### src/rtl/fx2_bus_pkg.sv
// Shared constants for the FX2 strobe-bus register bank: default widths,
// synchroniser priming length and the generator-core register map.
package fx2_bus_pkg;

    localparam int FX2_DATA_W = 16;
    localparam int FX2_ADDR_W = 5;

    // Cycles after reset before edge detection is trusted: two synchroniser
    // stages plus the edge register must all hold live pin samples.
    localparam int PRIME_CYCLES = 3;

    localparam int REG_CTRL    = 0;
    localparam int REG_MODE    = 1;
    localparam int REG_AMPL    = 2;
    localparam int REG_OFFS    = 3;
    localparam int REG_CONF1_L = 4;
    localparam int REG_CONF1_H = 5;
    localparam int REG_CONF2_L = 6;
    localparam int REG_CONF2_H = 7;
    localparam int REG_CONF3_L = 8;
    localparam int REG_CONF3_H = 9;
    localparam int REG_WF_DATA = 10;
    localparam int REG_ADC     = 16;

endpackage

### src/rtl/fx2_regbank_sync_edge.sv
// 2-FF synchroniser for one asynchronous FX2 strobe, with rise/fall detection
// from the second and third stages.
module sync_edge
    import fx2_bus_pkg::*;
(
    input  logic clk,
    input  logic rst_n,
    input  logic async_i,
    output logic level_o,
    output logic rise_o,
    output logic fall_o
);

    logic                    s1_q, s2_q, s3_q;
    logic [PRIME_CYCLES-1:0] prime_q;

    // NOTE: sequential state uses non-blocking assignments so every stage
    // samples the value its predecessor held before this clock edge.
    always_ff @(posedge clk or negedge rst_n) begin
        if (!rst_n) begin
            s1_q    <= 1'b0;
            s2_q    <= 1'b0;
            s3_q    <= 1'b0;
            prime_q <= '0;
        end else begin
            s1_q    <= async_i;
            s2_q    <= s1_q;
            s3_q    <= s2_q;
            prime_q <= {prime_q[PRIME_CYCLES-2:0], 1'b1};
        end
    end

    // Edges are masked until the pipeline holds real samples, so a strobe
    // already high when reset is released is not mistaken for a new edge.
    assign level_o = s2_q;
    assign rise_o  = prime_q[PRIME_CYCLES-1] &  s2_q & ~s3_q;
    assign fall_o  = prime_q[PRIME_CYCLES-1] & ~s2_q &  s3_q;

endmodule

### src/rtl/fx2_regbank_sync.sv
// FX2 multiplexed address/data register bank with all strobes synchronised
// into clk: read/write registers, read-only windows, write/read pulses.
module fx2_regbank_sync
    import fx2_bus_pkg::*;
#(
    parameter int DATA_W   = FX2_DATA_W,
    parameter int ADDR_W   = FX2_ADDR_W,
    parameter int NUM_RW   = 16,
    parameter int NUM_RO   = 4,
    parameter int AUTO_INC = 0,
    parameter logic [NUM_RW*DATA_W-1:0] RESET_VALS = '0
) (
    input  logic                     clk,
    input  logic                     rst_n,
    input  logic [DATA_W-1:0]        fx2_data_i,
    output logic [DATA_W-1:0]        fx2_data_o,
    output logic                     fx2_data_oe,
    input  logic                     fx2_as,
    input  logic                     fx2_ds,
    input  logic                     fx2_nrdwr,
    output logic [NUM_RW*DATA_W-1:0] rw_regs,
    input  logic [NUM_RO*DATA_W-1:0] ro_regs,
    output logic [NUM_RW-1:0]        wr_pulse,
    output logic [NUM_RO-1:0]        rd_pulse,
    output logic                     err
);

    logic as_rise, as_level_unused, as_fall_unused;
    logic ds_rise, ds_fall, ds_level_unused;
    logic nrdwr_s, nrdwr_rise_unused, nrdwr_fall_unused;

    sync_edge u_as (
        .clk     (clk),
        .rst_n   (rst_n),
        .async_i (fx2_as),
        .level_o (as_level_unused),
        .rise_o  (as_rise),
        .fall_o  (as_fall_unused)
    );

    sync_edge u_ds (
        .clk     (clk),
        .rst_n   (rst_n),
        .async_i (fx2_ds),
        .level_o (ds_level_unused),
        .rise_o  (ds_rise),
        .fall_o  (ds_fall)
    );

    sync_edge u_nrdwr (
        .clk     (clk),
        .rst_n   (rst_n),
        .async_i (fx2_nrdwr),
        .level_o (nrdwr_s),
        .rise_o  (nrdwr_rise_unused),
        .fall_o  (nrdwr_fall_unused)
    );

    logic [DATA_W-1:0]        data_s1_q, data_s2_q;
    logic [ADDR_W-1:0]        addr_q, addr_d;
    logic [NUM_RW*DATA_W-1:0] rw_q, rw_d;
    logic [DATA_W-1:0]        data_o_q, data_o_d;
    logic                     oe_q, oe_d;
    logic [NUM_RW-1:0]        wr_pulse_q, wr_pulse_d;
    logic [NUM_RO-1:0]        rd_pulse_q, rd_pulse_d;
    logic                     err_q, err_d;

    logic [ADDR_W-1:0]        cur_addr;
    logic [NUM_RW-1:0]        wr_sel;
    logic [NUM_RO-1:0]        rd_sel;
    logic [DATA_W-1:0]        rd_data;

    // Address decode; an AS edge in the same cycle as DS supplies the address.
    // NOTE: every signal written here gets a default first, so no path leaves
    // it unassigned and no latch is inferred.
    always_comb begin
        cur_addr = as_rise ? data_s2_q[ADDR_W-1:0] : addr_q;
        wr_sel   = '0;
        rd_sel   = '0;
        rd_data  = '0;
        for (int i = 0; i < NUM_RW; i++) begin
            if (cur_addr == ADDR_W'(i)) begin
                wr_sel[i] = 1'b1;
                rd_data   = rw_q[i*DATA_W +: DATA_W];
            end
        end
        for (int j = 0; j < NUM_RO; j++) begin
            if (cur_addr == ADDR_W'(NUM_RW + j)) begin
                rd_sel[j] = 1'b1;
                rd_data   = ro_regs[j*DATA_W +: DATA_W];
            end
        end
    end

    always_comb begin
        addr_d     = addr_q;
        rw_d       = rw_q;
        data_o_d   = data_o_q;
        oe_d       = oe_q;
        wr_pulse_d = '0;
        rd_pulse_d = '0;
        err_d      = err_q;

        // AS load takes priority over the post-cycle increment.
        if (as_rise) begin
            addr_d = data_s2_q[ADDR_W-1:0];
        end else if (AUTO_INC != 0 && ds_fall) begin
            addr_d = addr_q + 1'b1;
        end

        if (ds_rise && nrdwr_s) begin
            wr_pulse_d = wr_sel;
            if (wr_sel == '0) begin
                err_d = 1'b1;
            end
            for (int i = 0; i < NUM_RW; i++) begin
                if (wr_sel[i]) begin
                    rw_d[i*DATA_W +: DATA_W] = data_s2_q;
                end
            end
        end else if (ds_rise) begin
            data_o_d   = rd_data;
            oe_d       = 1'b1;
            rd_pulse_d = rd_sel;
        end else if (ds_fall) begin
            oe_d = 1'b0;
        end
    end

    // NOTE: the register bank is flops, not a RAM, so it takes its
    // per-register reset value directly from RESET_VALS.
    always_ff @(posedge clk or negedge rst_n) begin
        if (!rst_n) begin
            data_s1_q  <= '0;
            data_s2_q  <= '0;
            addr_q     <= '0;
            rw_q       <= RESET_VALS;
            data_o_q   <= '0;
            oe_q       <= 1'b0;
            wr_pulse_q <= '0;
            rd_pulse_q <= '0;
            err_q      <= 1'b0;
        end else begin
            data_s1_q  <= fx2_data_i;
            data_s2_q  <= data_s1_q;
            addr_q     <= addr_d;
            rw_q       <= rw_d;
            data_o_q   <= data_o_d;
            oe_q       <= oe_d;
            wr_pulse_q <= wr_pulse_d;
            rd_pulse_q <= rd_pulse_d;
            err_q      <= err_d;
        end
    end

    assign fx2_data_o  = data_o_q;
    assign fx2_data_oe = oe_q;
    assign rw_regs     = rw_q;
    assign wr_pulse    = wr_pulse_q;
    assign rd_pulse    = rd_pulse_q;
    assign err         = err_q;

endmodule

### config.mk
export PLATFORM = sky130hd
export DESIGN_NAME = fx2_regbank_sync
export DESIGN_NICKNAME = d
export VERILOG_FILES = /design/src/rtl/fx2_bus_pkg.sv /design/src/rtl/fx2_regbank_sync_edge.sv /design/src/rtl/fx2_regbank_sync.sv
export SDC_FILE = /design/constraint.sdc
export NUM_CORES = 1
export LEC_CHECK = 0
export CORE_MARGIN = 3
export CORE_UTILIZATION = 43
export CTS_CLUSTER_DIAMETER = 200
export DETAILED_ROUTE_END_ITERATION = 7
export PLACE_DENSITY = 0.71
export SLEW_MARGIN = 15
export SYNTH_ARGS = -nofsm -noshare
export SYNTH_HDL_FRONTEND = slang
export SYNTH_SLANG_ARGS = --single-unit
### constraint.sdc
create_clock -name clk -period 4.4 [get_ports clk]
set_input_delay 0.88 -clock clk [delete_from_list [all_inputs] [get_ports clk]]
set_output_delay 0.88 -clock clk [all_outputs]
set_load 0.02 [all_outputs]
==> insert_results.sql <==
INSERT INTO impl_metrics (metric_group, metric, value, unit) VALUES
('global_route', 'grt_pass1_vias', '13700', ''),
('clock_network', 'cts.clk_slew.worst_paths', '0.06', 'ns'),
('drt', 'wl_per_cell', '31.1', 'µm'),
('worst_setup_path', 'critical-path-top-delay-family', 'compound AO/OA/AOI/OAI gates', ''),
('power_and_ir_drop', 'power.share.clock', '36.5', '%'),
('worst_setup_path', 'cpPeakStageDelay', '1.03', 'ns'),
('layout', 'layout_cells_sized_above_1', '24.9', '%'),
('global_route', 'grt_start_max_net_pins', '86', ''),
('drt', 'drt-vias-per-instance', '6.27', ''),
('logic_synthesis', 'synth.yosys.warnings', '0', ''),
('drt', 'met2_wirelength', '30800', 'µm'),
('power_and_ir_drop', 'p_leak', '9.26', 'nW'),
('drt', 'dr_wl_met3', '7740', 'µm'),
('power_and_ir_drop', 'switching_share', '31.3', '%'),
('power_and_ir_drop', 'power_frac_comb', '23.4', '%'),
('global_route', 'grt_first_pass_wirelength', '95700', 'µm'),
('floorplan', 'design.die.area', '38700', 'µm²'),
('drt', 'top_layer', 'met4', ''),
('floorplan', 'top_level_ports', '379', ''),
('logic_synthesis', 'synth.lib_cells_used.distinct', '71', ''),
('clock_network', 'cts_setup_buffers', '0', ''),
('clock_network', 'cts.repair.resized', '0', ''),
('clock_network', 'cts.path.max_buffers', '3', ''),
('power_and_ir_drop', 'p_int', '6.60', 'mW'),
('power_and_ir_drop', 'power_switching', '3.00', 'mW'),
('worst_setup_path', 'path_buf_inv', '0', ''),
('worst_setup_path', 'worst_path_cell_trace', 'and3b_1, mux2i_4, nor2_1, a2111oi_0, o31ai_1, a31o_1', ''),
('clock_network', 'cts-hold-fix-buffers', '0', ''),
('worst_setup_path', 'worstPathArrival', '4.29', 'ns'),
('floorplan', 'die_height', '197', 'µm'),
('placed_design', 'gpl_wtd_cong', '0.984', ''),
('floorplan', 'fp_rows', '69', ''),
('drt', 'drt_pre_antenna_iters', '8', ''),
('timing', 'timing.final.max_slew_violations', '0', ''),
('worst_setup_path', 'critPathCaptureType', 'flop', ''),
('clock_network', 'clock-root-buffer', 'sky130_fd_sc_hd__clkbuf_16', ''),
('clock_network', 'numCtsBuffers', '39', ''),
('min_path', 'holdCritPathClass', 'input pin to asynchronous set/reset pin', ''),
('timing', 'final_period_minus_worst_setup_slack', '3.88', 'ns'),
('clock_network', 'tritoncts', 'yes', ''),
('power_and_ir_drop', 'power.total', '9.61', 'mW'),
('global_route', 'grt.overflow.total', '0', ''),
('global_route', 'global_route.usage.total', '33.6', '%'),
('drt', 'num_vias', '13400', ''),
('placed_design', 'dpl.cell_count', '2064', ''),
('drt', 'drtAntennaViolNets', '0', ''),
('power_and_ir_drop', 'power_density', '451', 'nW/µm²'),
('layout', 'final_cell_count_no_fill', '2135', ''),
('timing', 'setup_repair_after_global_routing_missed_its_margin', 'no', ''),
('worst_setup_path', 'critical_path.max_fanout', '19', ''),
('logic_synthesis', 'synthesis.instances', '1278', ''),
('placed_design', 'io_buffers', '378', ''),
('placed_design', 'detailedPlacementHpwl', '47900', 'µm'),
('worst_setup_path', 'crit_slowest_cell', 'sky130_fd_sc_hd__a2111oi_0', ''),
('drt', 'initialDrtViolationCount', '1240', ''),
('timing', 'min_period_over_period', '88.2', '%'),
('logic_synthesis', 'synth_seq_cells', '342', ''),
('run_status', 'status', 'completed', ''),
('floorplan', 'coreArea', '35700', 'µm²'),
('clock_network', 'clkLatencyLatePin', '0.53', 'ns'),
('timing', 'tightest_slew', '1.15', 'ns'),
('logic_synthesis', 'number_of_enable_type_register_cells_in_the_synthesized_netlist', '0', ''),
('logic_synthesis', 'synth_area_per_cell', '12.2', 'µm²'),
('worst_setup_path', 'worst_path_required_time', '4.81', 'ns'),
('flow_run', 'timing.max_cap.violations', '0', ''),
('floorplan', 'initial_core_util', '43.7', '%'),
('layout', 'area.growth.synth_to_final', '36.4', '%'),
('logic_synthesis', 'post_synthesis_net_count', '1363', ''),
('power_and_ir_drop', 'sequentialPowerShare', '40.1', '%'),
('logic_synthesis', 'synth_ff_type', 'sky130_fd_sc_hd__dfrtp_1', ''),
('timing', 'slew_headroom', '21.5', '%');
[cell usage after synthesis (all sizes together) (13+ instances only)]
master	n	area, µm²
dfrtp	342	8560
a221o	13	130
a21oi	62	318
clkbuf	54	203
mux2	265	2980
a22oi	13	97.6
a221oi	23	201
o211ai	14	105
nor2	81	344
o21ai	62	310
o22ai	32	200
nand2	48	180
buf	47	288
nand3	31	165
o2111ai	18	158
[layout by cell type (no fill, tap or decap), types with 10 or more instances in the layout]
master and instances:
sky130_fd_sc_hd__clkdlybuf4s50_1 377, sky130_fd_sc_hd__dfrtp_1 342, sky130_fd_sc_hd__mux2_2 265, sky130_fd_sc_hd__nor2_1 67
sky130_fd_sc_hd__o21ai_0 62, sky130_fd_sc_hd__a21oi_1 59, sky130_fd_sc_hd__nand2_1 48, sky130_fd_sc_hd__buf_4 45
sky130_fd_sc_hd__clkbuf_16 41, sky130_fd_sc_hd__o22ai_1 31, sky130_fd_sc_hd__nand3_1 29, sky130_fd_sc_hd__a221oi_1 23
sky130_fd_sc_hd__o2111ai_1 18, sky130_fd_sc_hd__o211ai_1 14, sky130_fd_sc_hd__nor2_2 13, sky130_fd_sc_hd__a221o_1 13
sky130_fd_sc_hd__a22oi_1 13, sky130_fd_sc_hd__a21o_1 11, sky130_fd_sc_hd__o221ai_1 11, sky130_fd_sc_hd__nor4_1 10
sky130_fd_sc_hd__a222oi_1 10
[routing by layer]
layer / vias to the layer above / track usage [%]
li1: 5550 / -
met5: - / 0
met4: 0 / 12.8
met3: 148 / 11.6
met2: 842 / 54.0
met1: 6850 / 42.2
[through the flow]
step	area, µm²	util, %	hold slack (ns)	setup WS [ns]
final	21300	59.7	0.338	0.518
after global routing	21300	59.7	0.352	0.377
after CTS	21300	59.6	0.348	0.335
after detailed placement	19900	55.8	0.335	0.356
after global placement	19900	55.8	0.332	0.392
after floorplan	15600	-	0.331	2.03
[path summary, 6_finish.rpt]
| kind | end | cells after the start | startpoint |
|---|---|---|---|
| worst max-delay path | fx2_data_o[10]$_DFFE_PN0P_ | 6 | u_as.prime_q[2]$_DFF_PN0_ |
| worst min-delay path | rw_regs[219]$_DFFE_PN0P_ | 1 | rst_n |
| worst max register to register | fx2_data_o[10]$_DFFE_PN0P_ | 6 | u_as.prime_q[2]$_DFF_PN0_ |
| worst min register to register | data_s2_q[7]$_DFF_PN0_ | 0 | data_s1_q[7]$_DFF_PN0_ |
| max in group asynchronous | rw_regs[115]$_DFFE_PN0P_ | 2 | rst_n |
| min in group clk | data_s2_q[7]$_DFF_PN0_ | 0 | data_s1_q[7]$_DFF_PN0_ |
[flip-flops by register name (all words and copies together), names as in the netlist, 2 cells and up]
register,flops
data_s1_q,16
wr_pulse,16
rw_regs,256
rd_pulse,4
u_ds.prime_q,2
addr_q,5
fx2_data_o,16
data_s2_q,16
[power groups by stage]
| stage | Sequential, mW | Combinational, mW | Clock, mW |
|---|---|---|---|
| 2_1_floorplan | 4.04 | 0.781 | 0 |
| 3_3_place_gp | 3.88 | 2.18 | 0 |
| 3_5_place_dp | 3.89 | 2.21 | 0 |
| 4_1_cts | 3.84 | 2.22 | 3.54 |
| 5_1_grt | 3.88 | 2.35 | 3.68 |
| 6_report | 3.85 | 2.25 | 3.51 |
[kinds of logic (layout without fill, tap and decap cells)]
group	count (synthesis)	count (layout)	synth area share, %
compound gates	316	316	14.1
buf+inv	109	503	3.33
flops	342	342	54.7
mux	276	276	20.0
other cells	1	3	0.0240
simple gates	234	234	7.80
[final cells by class]
type | instances | area, µm²
clock inverters | 15 | 229
multi-input cells | 827 | 6590
inverters | 8 | 30.0
fillers | 2976 | 14400
repair buffers | 426 | 4190
clock buffers | 54 | 1150
diodes | 2 | 5.00
flip-flops and latches | 342 | 8560
well taps | 461 | 577
Power figures use the tool's default switching activity.
